**src/rtl/sync_fifo_pkg.sv**
```systemverilog
// Shared helpers for the sync_fifo_ctrl slice: pointer wrap arithmetic,
// occupancy-width helper and threshold sanity check used at elaboration.
// Pure functions and types only; no state, no clocking.
package sync_fifo_pkg;

  // Plain unsigned index type used for pointer and width arithmetic.
  typedef int unsigned idx_t;

  // Advance a pointer by one, wrapping to 0 after depth-1 so that depths
  // that are not powers of two never visit unused addresses.
  function automatic idx_t ptr_inc(idx_t ptr, idx_t depth);
    return (ptr == depth - 1) ? idx_t'(0) : ptr + 1;
  endfunction

  // Bits needed to hold an occupancy value in the range 0..depth.
  function automatic idx_t count_w(idx_t depth);
    return idx_t'($clog2(depth + 1));
  endfunction

  // Thresholds must leave a gap between the two almost flags and must be
  // reachable by the occupancy counter.
  function automatic bit thresh_ok(idx_t ae, idx_t af, idx_t depth);
    return (ae < af) && (af <= depth);
  endfunction

endpackage

```
**src/rtl/sync_fifo_if.sv**
```systemverilog
// Bundle of the FIFO control, data and status signals.
// master = producer/consumer side, slave = FIFO side.
// No logic; flow control is the wr_en/full and rd_en/empty handshake.
interface sync_fifo_if #(
  parameter int DATA_W = 16,
  parameter int DEPTH  = 16
);
  localparam int CNT_W = $clog2(DEPTH + 1);

  logic              clear;
  logic              wr_en;
  logic [DATA_W-1:0] wr_data;
  logic              rd_en;
  logic [DATA_W-1:0] rd_data;
  logic              rd_valid;
  logic              full;
  logic              empty;
  logic              almost_full;
  logic              almost_empty;
  logic [CNT_W-1:0]  count;
  logic              overflow;
  logic              underflow;

  modport master (
    output clear, wr_en, wr_data, rd_en,
    input  rd_data, rd_valid, full, empty, almost_full, almost_empty,
           count, overflow, underflow
  );

  modport slave (
    input  clear, wr_en, wr_data, rd_en,
    output rd_data, rd_valid, full, empty, almost_full, almost_empty,
           count, overflow, underflow
  );
endinterface

```
**src/rtl/sync_fifo_mem.sv**
```systemverilog
// DEPTH x DATA_W storage array for the FIFO.
// Write takes effect at the clock edge; read is combinational from raddr.
// No backpressure: the controller only asserts we for accepted writes.
module sync_fifo_mem #(
  parameter int DATA_W = 16,
  parameter int DEPTH  = 16,
  parameter int ADDR_W = $clog2(DEPTH)
) (
  input  logic              clk,
  input  logic              we,
  input  logic [ADDR_W-1:0] waddr,
  input  logic [DATA_W-1:0] wdata,
  input  logic [ADDR_W-1:0] raddr,
  output logic [DATA_W-1:0] rdata
);

  logic [DATA_W-1:0] mem [DEPTH];

  // Synchronous write port; contents are deliberately not reset.
  always_ff @(posedge clk) begin
    if (we) mem[waddr] <= wdata;
  end

  assign rdata = mem[raddr];

endmodule

```
**src/rtl/sync_fifo_ctrl.sv**
```systemverilog
// Single-clock FIFO with arbitrary depth, occupancy count, almost flags and sticky errors.
// Read latency 1 cycle (registered rd_data); 0 cycles with SYNC_FIFO_FWFT_EN (head fall-through).
// Writes while full are rejected (overflow) unless a read is accepted the same cycle; reads while empty set underflow.
module sync_fifo_ctrl
  import sync_fifo_pkg::*;
#(
  parameter int DATA_W    = 16,
  parameter int DEPTH     = 16,
  parameter int AF_THRESH = DEPTH - 2,
  parameter int AE_THRESH = 2
) (
  input  logic          clk,
  input  logic          resetn,
  sync_fifo_if.slave    bus
);

  localparam int ADDR_W = $clog2(DEPTH);
  localparam int CNT_W  = $clog2(DEPTH + 1);

  if (!thresh_ok(idx_t'(AE_THRESH), idx_t'(AF_THRESH), idx_t'(DEPTH))) begin : g_bad_thresh
    $error("sync_fifo_ctrl: need AE_THRESH < AF_THRESH <= DEPTH");
  end
  if (DEPTH < 2 || DATA_W < 1) begin : g_bad_size
    $error("sync_fifo_ctrl: need DEPTH >= 2 and DATA_W >= 1");
  end
  if (count_w(idx_t'(DEPTH)) != idx_t'(CNT_W)) begin : g_bad_cnt_w
    $error("sync_fifo_ctrl: count width mismatch");
  end

  logic [ADDR_W-1:0] wr_ptr, rd_ptr;
  logic [CNT_W-1:0]  cnt;
  logic              ovf_q, udf_q;
  logic              full_w, empty_w;
  logic              rd_acc, wr_acc;
  logic [DATA_W-1:0] head;

  // Every flag comes from the occupancy register, never from pointer compare.
  assign full_w  = (cnt == CNT_W'(DEPTH));
  assign empty_w = (cnt == '0);

  assign rd_acc = bus.rd_en & ~empty_w;
  assign wr_acc = bus.wr_en & (~full_w | rd_acc);

  sync_fifo_mem #(
    .DATA_W (DATA_W),
    .DEPTH  (DEPTH),
    .ADDR_W (ADDR_W)
  ) u_mem (
    .clk   (clk),
    .we    (wr_acc & ~bus.clear),
    .waddr (wr_ptr),
    .wdata (bus.wr_data),
    .raddr (rd_ptr),
    .rdata (head)
  );

  // Pointers, occupancy and sticky error bits; clear overrides any access.
  always_ff @(posedge clk or negedge resetn) begin
    if (!resetn) begin
      wr_ptr <= '0;
      rd_ptr <= '0;
      cnt    <= '0;
      ovf_q  <= 1'b0;
      udf_q  <= 1'b0;
    end else if (bus.clear) begin
      wr_ptr <= '0;
      rd_ptr <= '0;
      cnt    <= '0;
      ovf_q  <= 1'b0;
      udf_q  <= 1'b0;
    end else begin
      if (wr_acc) wr_ptr <= ADDR_W'(ptr_inc(idx_t'(wr_ptr), idx_t'(DEPTH)));
      if (rd_acc) rd_ptr <= ADDR_W'(ptr_inc(idx_t'(rd_ptr), idx_t'(DEPTH)));
      case ({wr_acc, rd_acc})
        2'b10:   cnt <= cnt + CNT_W'(1);
        2'b01:   cnt <= cnt - CNT_W'(1);
        default: cnt <= cnt;
      endcase
      if (bus.wr_en && !wr_acc) ovf_q <= 1'b1;
      if (bus.rd_en && !rd_acc) udf_q <= 1'b1;
    end
  end

`ifdef SYNC_FIFO_FWFT_EN
  // Head word is presented directly; rd_en only pops it.
  assign bus.rd_data  = head;
  assign bus.rd_valid = ~empty_w;
`else
  logic [DATA_W-1:0] rd_data_q;
  logic              rd_valid_q;

  // Output register loads the head on an accepted read and holds otherwise.
  always_ff @(posedge clk or negedge resetn) begin
    if (!resetn) begin
      rd_data_q  <= '0;
      rd_valid_q <= 1'b0;
    end else if (bus.clear) begin
      rd_valid_q <= 1'b0;
    end else begin
      rd_valid_q <= rd_acc;
      if (rd_acc) rd_data_q <= head;
    end
  end

  assign bus.rd_data  = rd_data_q;
  assign bus.rd_valid = rd_valid_q;
`endif

  assign bus.full         = full_w;
  assign bus.empty        = empty_w;
  assign bus.almost_full  = (cnt >= CNT_W'(AF_THRESH));
  assign bus.almost_empty = (cnt <= CNT_W'(AE_THRESH));
  assign bus.count        = cnt;
  assign bus.overflow     = ovf_q;
  assign bus.underflow    = udf_q;

endmodule

```
**src/flat_wrapper.sv**
```systemverilog
// flat-port wrapper written by rule: the top's interface ports become plain ports
module sync_fifo_ctrl_flat import sync_fifo_pkg::*;
#(
  parameter int DATA_W    = 16,
  parameter int DEPTH     = 16,
  parameter int AF_THRESH = DEPTH - 2,
  parameter int AE_THRESH = 2
)
  (clk, resetn, bus_clear, bus_wr_en, bus_wr_data, bus_rd_en, bus_rd_data, bus_rd_valid, bus_full, bus_empty, bus_almost_full, bus_almost_empty, bus_count, bus_overflow, bus_underflow);
  sync_fifo_if #(.DATA_W(DATA_W), .DEPTH(DEPTH)) bus_i ();
  input  logic clk;
  input  logic resetn;
  input wire logic [$bits(bus_i.clear)-1:0] bus_clear;
  input wire logic [$bits(bus_i.wr_en)-1:0] bus_wr_en;
  input wire logic [$bits(bus_i.wr_data)-1:0] bus_wr_data;
  input wire logic [$bits(bus_i.rd_en)-1:0] bus_rd_en;
  output wire logic [$bits(bus_i.rd_data)-1:0] bus_rd_data;
  output wire logic [$bits(bus_i.rd_valid)-1:0] bus_rd_valid;
  output wire logic [$bits(bus_i.full)-1:0] bus_full;
  output wire logic [$bits(bus_i.empty)-1:0] bus_empty;
  output wire logic [$bits(bus_i.almost_full)-1:0] bus_almost_full;
  output wire logic [$bits(bus_i.almost_empty)-1:0] bus_almost_empty;
  output wire logic [$bits(bus_i.count)-1:0] bus_count;
  output wire logic [$bits(bus_i.overflow)-1:0] bus_overflow;
  output wire logic [$bits(bus_i.underflow)-1:0] bus_underflow;
  assign bus_i.clear = bus_clear;
  assign bus_i.wr_en = bus_wr_en;
  assign bus_i.wr_data = bus_wr_data;
  assign bus_i.rd_en = bus_rd_en;
  assign bus_rd_data = bus_i.rd_data;
  assign bus_rd_valid = bus_i.rd_valid;
  assign bus_full = bus_i.full;
  assign bus_empty = bus_i.empty;
  assign bus_almost_full = bus_i.almost_full;
  assign bus_almost_empty = bus_i.almost_empty;
  assign bus_count = bus_i.count;
  assign bus_overflow = bus_i.overflow;
  assign bus_underflow = bus_i.underflow;
  sync_fifo_ctrl #(.DATA_W(DATA_W), .DEPTH(DEPTH), .AF_THRESH(AF_THRESH), .AE_THRESH(AE_THRESH)) u_core (.clk(clk), .resetn(resetn), .bus(bus_i));
endmodule
```
**config.mk**
```make
export PLATFORM = sky130hd
export DESIGN_NAME = sync_fifo_ctrl_flat
export DESIGN_NICKNAME = d
export VERILOG_FILES = /design/src/rtl/sync_fifo_pkg.sv /design/src/rtl/sync_fifo_if.sv /design/src/rtl/sync_fifo_mem.sv /design/src/rtl/sync_fifo_ctrl.sv /design/src/flat_wrapper.sv
export SDC_FILE = /design/constraint.sdc
export NUM_CORES = 1
export LEC_CHECK = 0
export ABC_CLOCK_PERIOD_IN_PS = 3210
export CAP_MARGIN = 25
export CELL_PAD_IN_SITES_DETAIL_PLACEMENT = 0
export CELL_PAD_IN_SITES_GLOBAL_PLACEMENT = 1
export CORE_MARGIN = 2
export CORE_UTILIZATION = 45
export CTS_CLUSTER_SIZE = 20
export DETAILED_ROUTE_END_ITERATION = 8
export PLACE_DENSITY = 0.79
export SLEW_MARGIN = 10
export SYNTH_ARGS = -nofsm -noshare
export SYNTH_HDL_FRONTEND = slang
export SYNTH_HIERARCHICAL = 1
export SYNTH_SLANG_ARGS = --single-unit
```
**constraint.sdc**
```tcl
create_clock -name clk -period 3.21 [get_ports clk]
set_input_delay 0.963 -clock clk [delete_from_list [all_inputs] [get_ports clk]]
set_output_delay 0.963 -clock clk [all_outputs]
set_load 0.02 [all_outputs]
```
## Yosys cells after proc, flatten, opt, wreduce, memory -nomap -nowiden

Memory sizes are Yosys's and may differ from the RTL's. A register that Yosys moved wholly into a read port is not among the register bits.
Index checks and enable logic that the tools add are counted.

- Magnitude comparators: 2
- Equal/unequal tests: 5
- Add/subtract/negate cells: 4
- Bitwise operators: 7
- Reductions and logical operators: 12
- Multiplexer cells: 15

Operators with widths:

| kind | count |
|---|---|
| 4-bit two-way mux | 6 |
| 5-bit case mux with 2 select lines | 1 |
| 4-bit by 1-bit adder with 4-bit output, second input constant | 2 |
| 4-bit == test, second input constant | 2 |
| 2-bit nonzero test | 4 |
| 1-bit two-way mux | 7 |
| 5-bit by 1-bit adder with 5-bit output, second input constant | 1 |
| 5-bit == test, second input constant | 1 |
| 5-bit by 4-bit greater-or-equal comparator with 1-bit output, second input constant | 1 |
| 5-bit by 2-bit <= comparator with 1-bit output, second input constant | 1 |
| 5-bit logical NOT | 1 |
| 5-bit two-way mux | 1 |
| 5-bit by 1-bit subtractor with 5-bit output, second input constant | 1 |
| 1-bit bitwise AND | 3 |
| 1-bit logical NOT | 3 |
| 1-bit NOT | 3 |
| 3-bit nonzero test | 1 |
| 2-bit by 1-bit == test with 1-bit output, second input constant | 1 |
| 2-bit == test, second input constant | 1 |
| 1-bit logical AND | 2 |
| 2-bit AND reduction | 1 |
| 1-bit OR | 1 |

- Logic and storage cells: 52
- RAM bits: 256
- Output and inout bits: 28
- Flip-flop bits (word level): 16
- Input bits: 21
- Memories kept: 1

Memory list:

| name | depth | width | read ports | clocked after Yosys merged registers in | write ports | line | RTL |
|---|---|---|---|---|---|---|---|
| u_core.u_mem.mem | 16 | 16 | 1 | 1 | 1 | sync_fifo_mem.sv:17 | `logic [DATA_W-1:0] mem [DEPTH];` |

## Longest topological paths before layout

- Depth after elaboration: 9
- Gate-level depth with buffers: 10
- Gate-level depth less buffers: 9

## By module

Netlist, hierarchy kept.

Modules (own cells, without submodules):

| module | seq. area each (um2) | area each (um2) | times used | cells each |
|---|---|---|---|---|
| sync_fifo_mem | 7687.4 | 9723.1 | 1 | 416 |
| sync_fifo_ctrl | 800.8 | 1642.8 | 1 | 141 |

## Worst setup path after synthesis

No wires, ideal clock.

- Kind: input-to-reg
- Start point: input port bus_wr_en
- End point: memory u_core.u_mem.mem[0][0] (enable)
- Setup time: 409 ps
- Slack: -447 ps
- Buffers on the path: 1
- Data required time: 2801 ps
- Arrival time: 3248 ps
- Stages on the path: 5
- Path through: clkbuf_1 -> o21ai_4 -> nor2_1 -> or3b_2 -> nor3_1

- Cells in the longest elaborated chain, start to end: 4

RTL lines:

| what | line | RTL |
|---|---|---|
| from (decl) | flat_wrapper.sv:14 | `input wire logic [$bits(bus_i.wr_en)-1:0] bus_wr_en;` |
| 1-bit bitwise AND | sync_fifo_ctrl.sv:42 | `assign wr_acc = bus.wr_en & (~full_w \| rd_acc);` |
| 1-bit bitwise AND | sync_fifo_ctrl.sv:50 | `.we (wr_acc & ~bus.clear),` |
| 1-bit two-way mux | sync_fifo_mem.sv:21 | `if (we) mem[waddr] <= wdata;` |
| 1-bit two-way mux (implied by the code) | sync_fifo_mem.sv:21 |  |
| to (decl) | sync_fifo_mem.sv:17 |  |

Every way passes these cells.

## Final worst setup path

- Start point: register u_core.cnt[2] (netlist: u_core/bus.count[2])
- End point: output port bus_empty

- Cells in the longest elaborated chain, start to end: 1

RTL lines:

| what | line | RTL |
|---|---|---|
| from (decl) | sync_fifo_ctrl.sv:31 | `logic [CNT_W-1:0] cnt;` |
| from (signal assigned) | sync_fifo_ctrl.sv:75 | `2'b10: cnt <= cnt + CNT_W'(1);` |
| from (signal assigned) | sync_fifo_ctrl.sv:76 | `2'b01: cnt <= cnt - CNT_W'(1);` |
| from (signal assigned) | sync_fifo_ctrl.sv:77 | `default: cnt <= cnt;` |
| 5-bit logical NOT | sync_fifo_ctrl.sv:39 | `assign empty_w = (cnt == '0);` |
| to (decl) | flat_wrapper.sv:20 | `output wire logic [$bits(bus_i.empty)-1:0] bus_empty;` |

Every way passes these cells.

==> results.sh <==
export IMPL_min_period_over_period=0.951
export IMPL_hold_ws_ns=0.509
export IMPL_cp_data_arrival_time_ns=2.09
export IMPL_worst_ep_required_time_ns=2.25
export IMPL_grt_pass1_vias=5925
export IMPL_synth_warning_count=6
export IMPL_cts_buffers=28
export IMPL_syn_num_nets=584
export IMPL_path_clk_slew_ns=0.06
export IMPL_syn_area_per_cell_um2=20.4
export IMPL_fin_cells=1002
export IMPL_place_congestion=0.824
export IMPL_syn_area_um2=11400
export IMPL_switching_share=0.251
export IMPL_place_inst=948
export IMPL_drt_vias_per_instance=5.62
export IMPL_die_h_um=163
export IMPL_rsz0062_at_grt="no"
export IMPL_numClockSinks=288
export IMPL_power_frac_seq=0.456
export IMPL_comb_power_share=0.212
export IMPL_die_area_um2=26500
export IMPL_htree_levels=1
export IMPL_fmax_mhz=328
export IMPL_cts_tree="yes"
export IMPL_grt_antenna_before_repair=0
export IMPL_p_int_w=0.00738
export IMPL_root_buffer="clkbuf_16"
export IMPL_synthFlopType="edfxtp_1"
export IMPL_worst_slew_pin_slew_ns=0.965
export IMPL_grt_usage=0.177
export IMPL_wl_per_cell_um=22.5
export IMPL_hold_path_class="flip-flop to flip-flop"
export IMPL_fin_nets=677
export IMPL_ys_ff_latch=288
export IMPL_cp_end_kind="primary output"
export IMPL_ys_types=48
export IMPL_wl_mm=22.5
export IMPL_clk_latency_ns=0.54
export IMPL_grt_pass1_wl_mm=34.8
export IMPL_finalSetupViolCount=0
export IMPL_synth_edf_count=256
export IMPL_io_buffers=48
export IMPL_finish_instance_area_um2=13400
export IMPL_synthArstFlopShare=0.111
export IMPL_synth_seq_area_share=0.747
export IMPL_dr_pass1_iters=4
export IMPL_hold_violations=0
export IMPL_vdd_drop_max_mv=0.377
export IMPL_status="finished clean"
export IMPL_dp_hpwl_mm=13.3
export IMPL_leakagePower_nw=4.47
export IMPL_final_cell_mix="edfxtp_1, mux4_2, clkdlybuf4s50_1"
export IMPL_ios=49
export IMPL_layout_commonest_cell="edfxtp_1"
export IMPL_final_util=0.538
export IMPL_rows=58
export IMPL_coreArea_um2=25000
export IMPL_cp_max_fo=6
export IMPL_place_area_um2=12500
export IMPL_initial_utilization=0.455
export IMPL_drive_gt1_frac=0.249
export IMPL_grt_overflow=0
export IMPL_area_delta_synth_final_pct=18.1
export IMPL_drc=0
export IMPL_antenna_cells=0
export IMPL_synth_cells=557
export IMPL_antenna_left=0
export IMPL_grt_max_degree=69
export IMPL_num_vias=5631
export IMPL_die_w_um=163
export IMPL_cp_start_kind="flip-flop"
export IMPL_criticalPathCategory="flip-flop to primary output"
export IMPL_skew_ns=0.00634
export IMPL_cts_buffer_depth=3
export IMPL_p_switching_w=0.00248
export IMPL_cts_hold_buf=0
export IMPL_relSlewSlack=0.357
export IMPL_p_clk_frac=0.331
export IMPL_drv_slew=0
export IMPL_period_minus_slack_ns=3.05
export IMPL_drt_iter0_drc=514
export IMPL_powerDensity_nw_per_um2=734
export IMPL_maxCapViolCount=0
## per-stage QoR
stage / worst slack (ns) / TNS (ns) / power (W)
2_1_floorplan: -0.00682 / -0.327 / 0.00601
3_3_place_gp: 0.0872 / 0 / 0.00663
3_5_place_dp: 0.00966 / 0 / 0.00667
4_1_cts: 0.0240 / 0 / 0.00996
5_1_grt: 0.0465 / 0 / 0.0103
6_report: 0.159 / 0 / 0.00985
## kinds of logic after synthesis
group | synth area share
AOI/OAI and AO/OA | 0.0386
xor gates and xnor gates | 0.00462
adders and majority gates | 0.00727
buffers and inverters | 0.0181
DFF | 0.747
muxes | 0.152
and+or+nand+nor | 0.0321
## power by group through the flow
stage | combinational (W) | clock, W | sequential (W)
after floorplan | 0.00141 | 0 | 0.00460
after global placement | 0.00206 | 0 | 0.00457
after detailed placement | 0.00209 | 0 | 0.00458
after CTS | 0.00212 | 0.00333 | 0.00450
after global routing | 0.00225 | 0.00347 | 0.00454
final | 0.00209 | 0.00326 | 0.00450
## flip-flops by register name, summed over array words and instances, names as in the netlist
register,count
u_core/bus.count,5
u_core/bus.overflow,1
u_core/bus.rd_data,16
u_core/bus.rd_valid,1
u_core/bus.underflow,1
u_core/rd_ptr,4
u_core/u_mem/mem,256
u_core/wr_ptr,4
## per-layer routing
layer / global-route usage / up-vias / wire [um]
met4: 0.0595 / 0 / 590
met3: 0.0267 / 38 / 1330
met1: 0.245 / 2938 / 9400
li1: - / 2472 / -
met5: 0 / - / 0
met2: 0.290 / 183 / 11200
## Yosys cell counts (4+ instances only)
cell type,count,share of area
a21oi_1,10,0.0044
a22oi_1,32,0.021
buf_1,4,0.0013
buf_2,4,0.0018
buf_4,4,0.0026
buf_6,4,0.0040
clkbuf_1,10,0.0033
dfrtp_1,32,0.070
edfxtp_1,256,0.68
ha_1,5,0.0055
inv_1,10,0.0033
mux2_2,7,0.0069
mux2_4,9,0.012
mux2i_1,4,0.0035
mux4_1,10,0.023
mux4_2,54,0.11
nand2_1,27,0.0089
nand2b_1,4,0.0022
nor2_1,27,0.0089
nor3_1,4,0.0018
xnor2_1,5,0.0039
## critical path: stages (launching register included)
cell           delay (ns)
dfrtp_1              0.47
nor4_4               0.36
buf_4                0.17
inv_1                0.06
nor2_1               0.14
dlygate4sd2_1        0.36
## final cells by class
cell class | count | area (um2)
clock buffer | 38 | 779
multi-input combinational | 232 | 2690
fill | 1916 | 11500
tap | 330 | 413
timing repair buffer | 90 | 853
clock inverter | 14 | 151
inverter | 10 | 37.5
sequential | 288 | 8490
## what timing repair did
action	4_1_cts	5_1_grt
endpoints found under the hold margin	0	0
buffers inserted	2	0
resized for setup	2	2
pin swaps	1	0
setup endpoints to repair	2	1
## final timing paths
check                                        end  cells past startpoint  slack [ns]                   from
max reg2reg                  u_core/bus.count[4]                     11        0.61    u_core/bus.count[2]
min in group asynchronous    u_core/bus.count[2]                      1        0.55                 resetn
min reg2reg                u_core/bus.rd_data[1]                      1        0.51  u_core/bus.rd_data[1]
min                        u_core/bus.rd_data[1]                      1        0.51  u_core/bus.rd_data[1]
max in group asynchronous       u_core/rd_ptr[0]                      1        2.01                 resetn
max                                    bus_empty                      5        0.16    u_core/bus.count[2]
Power figures use the tool's default switching activity.
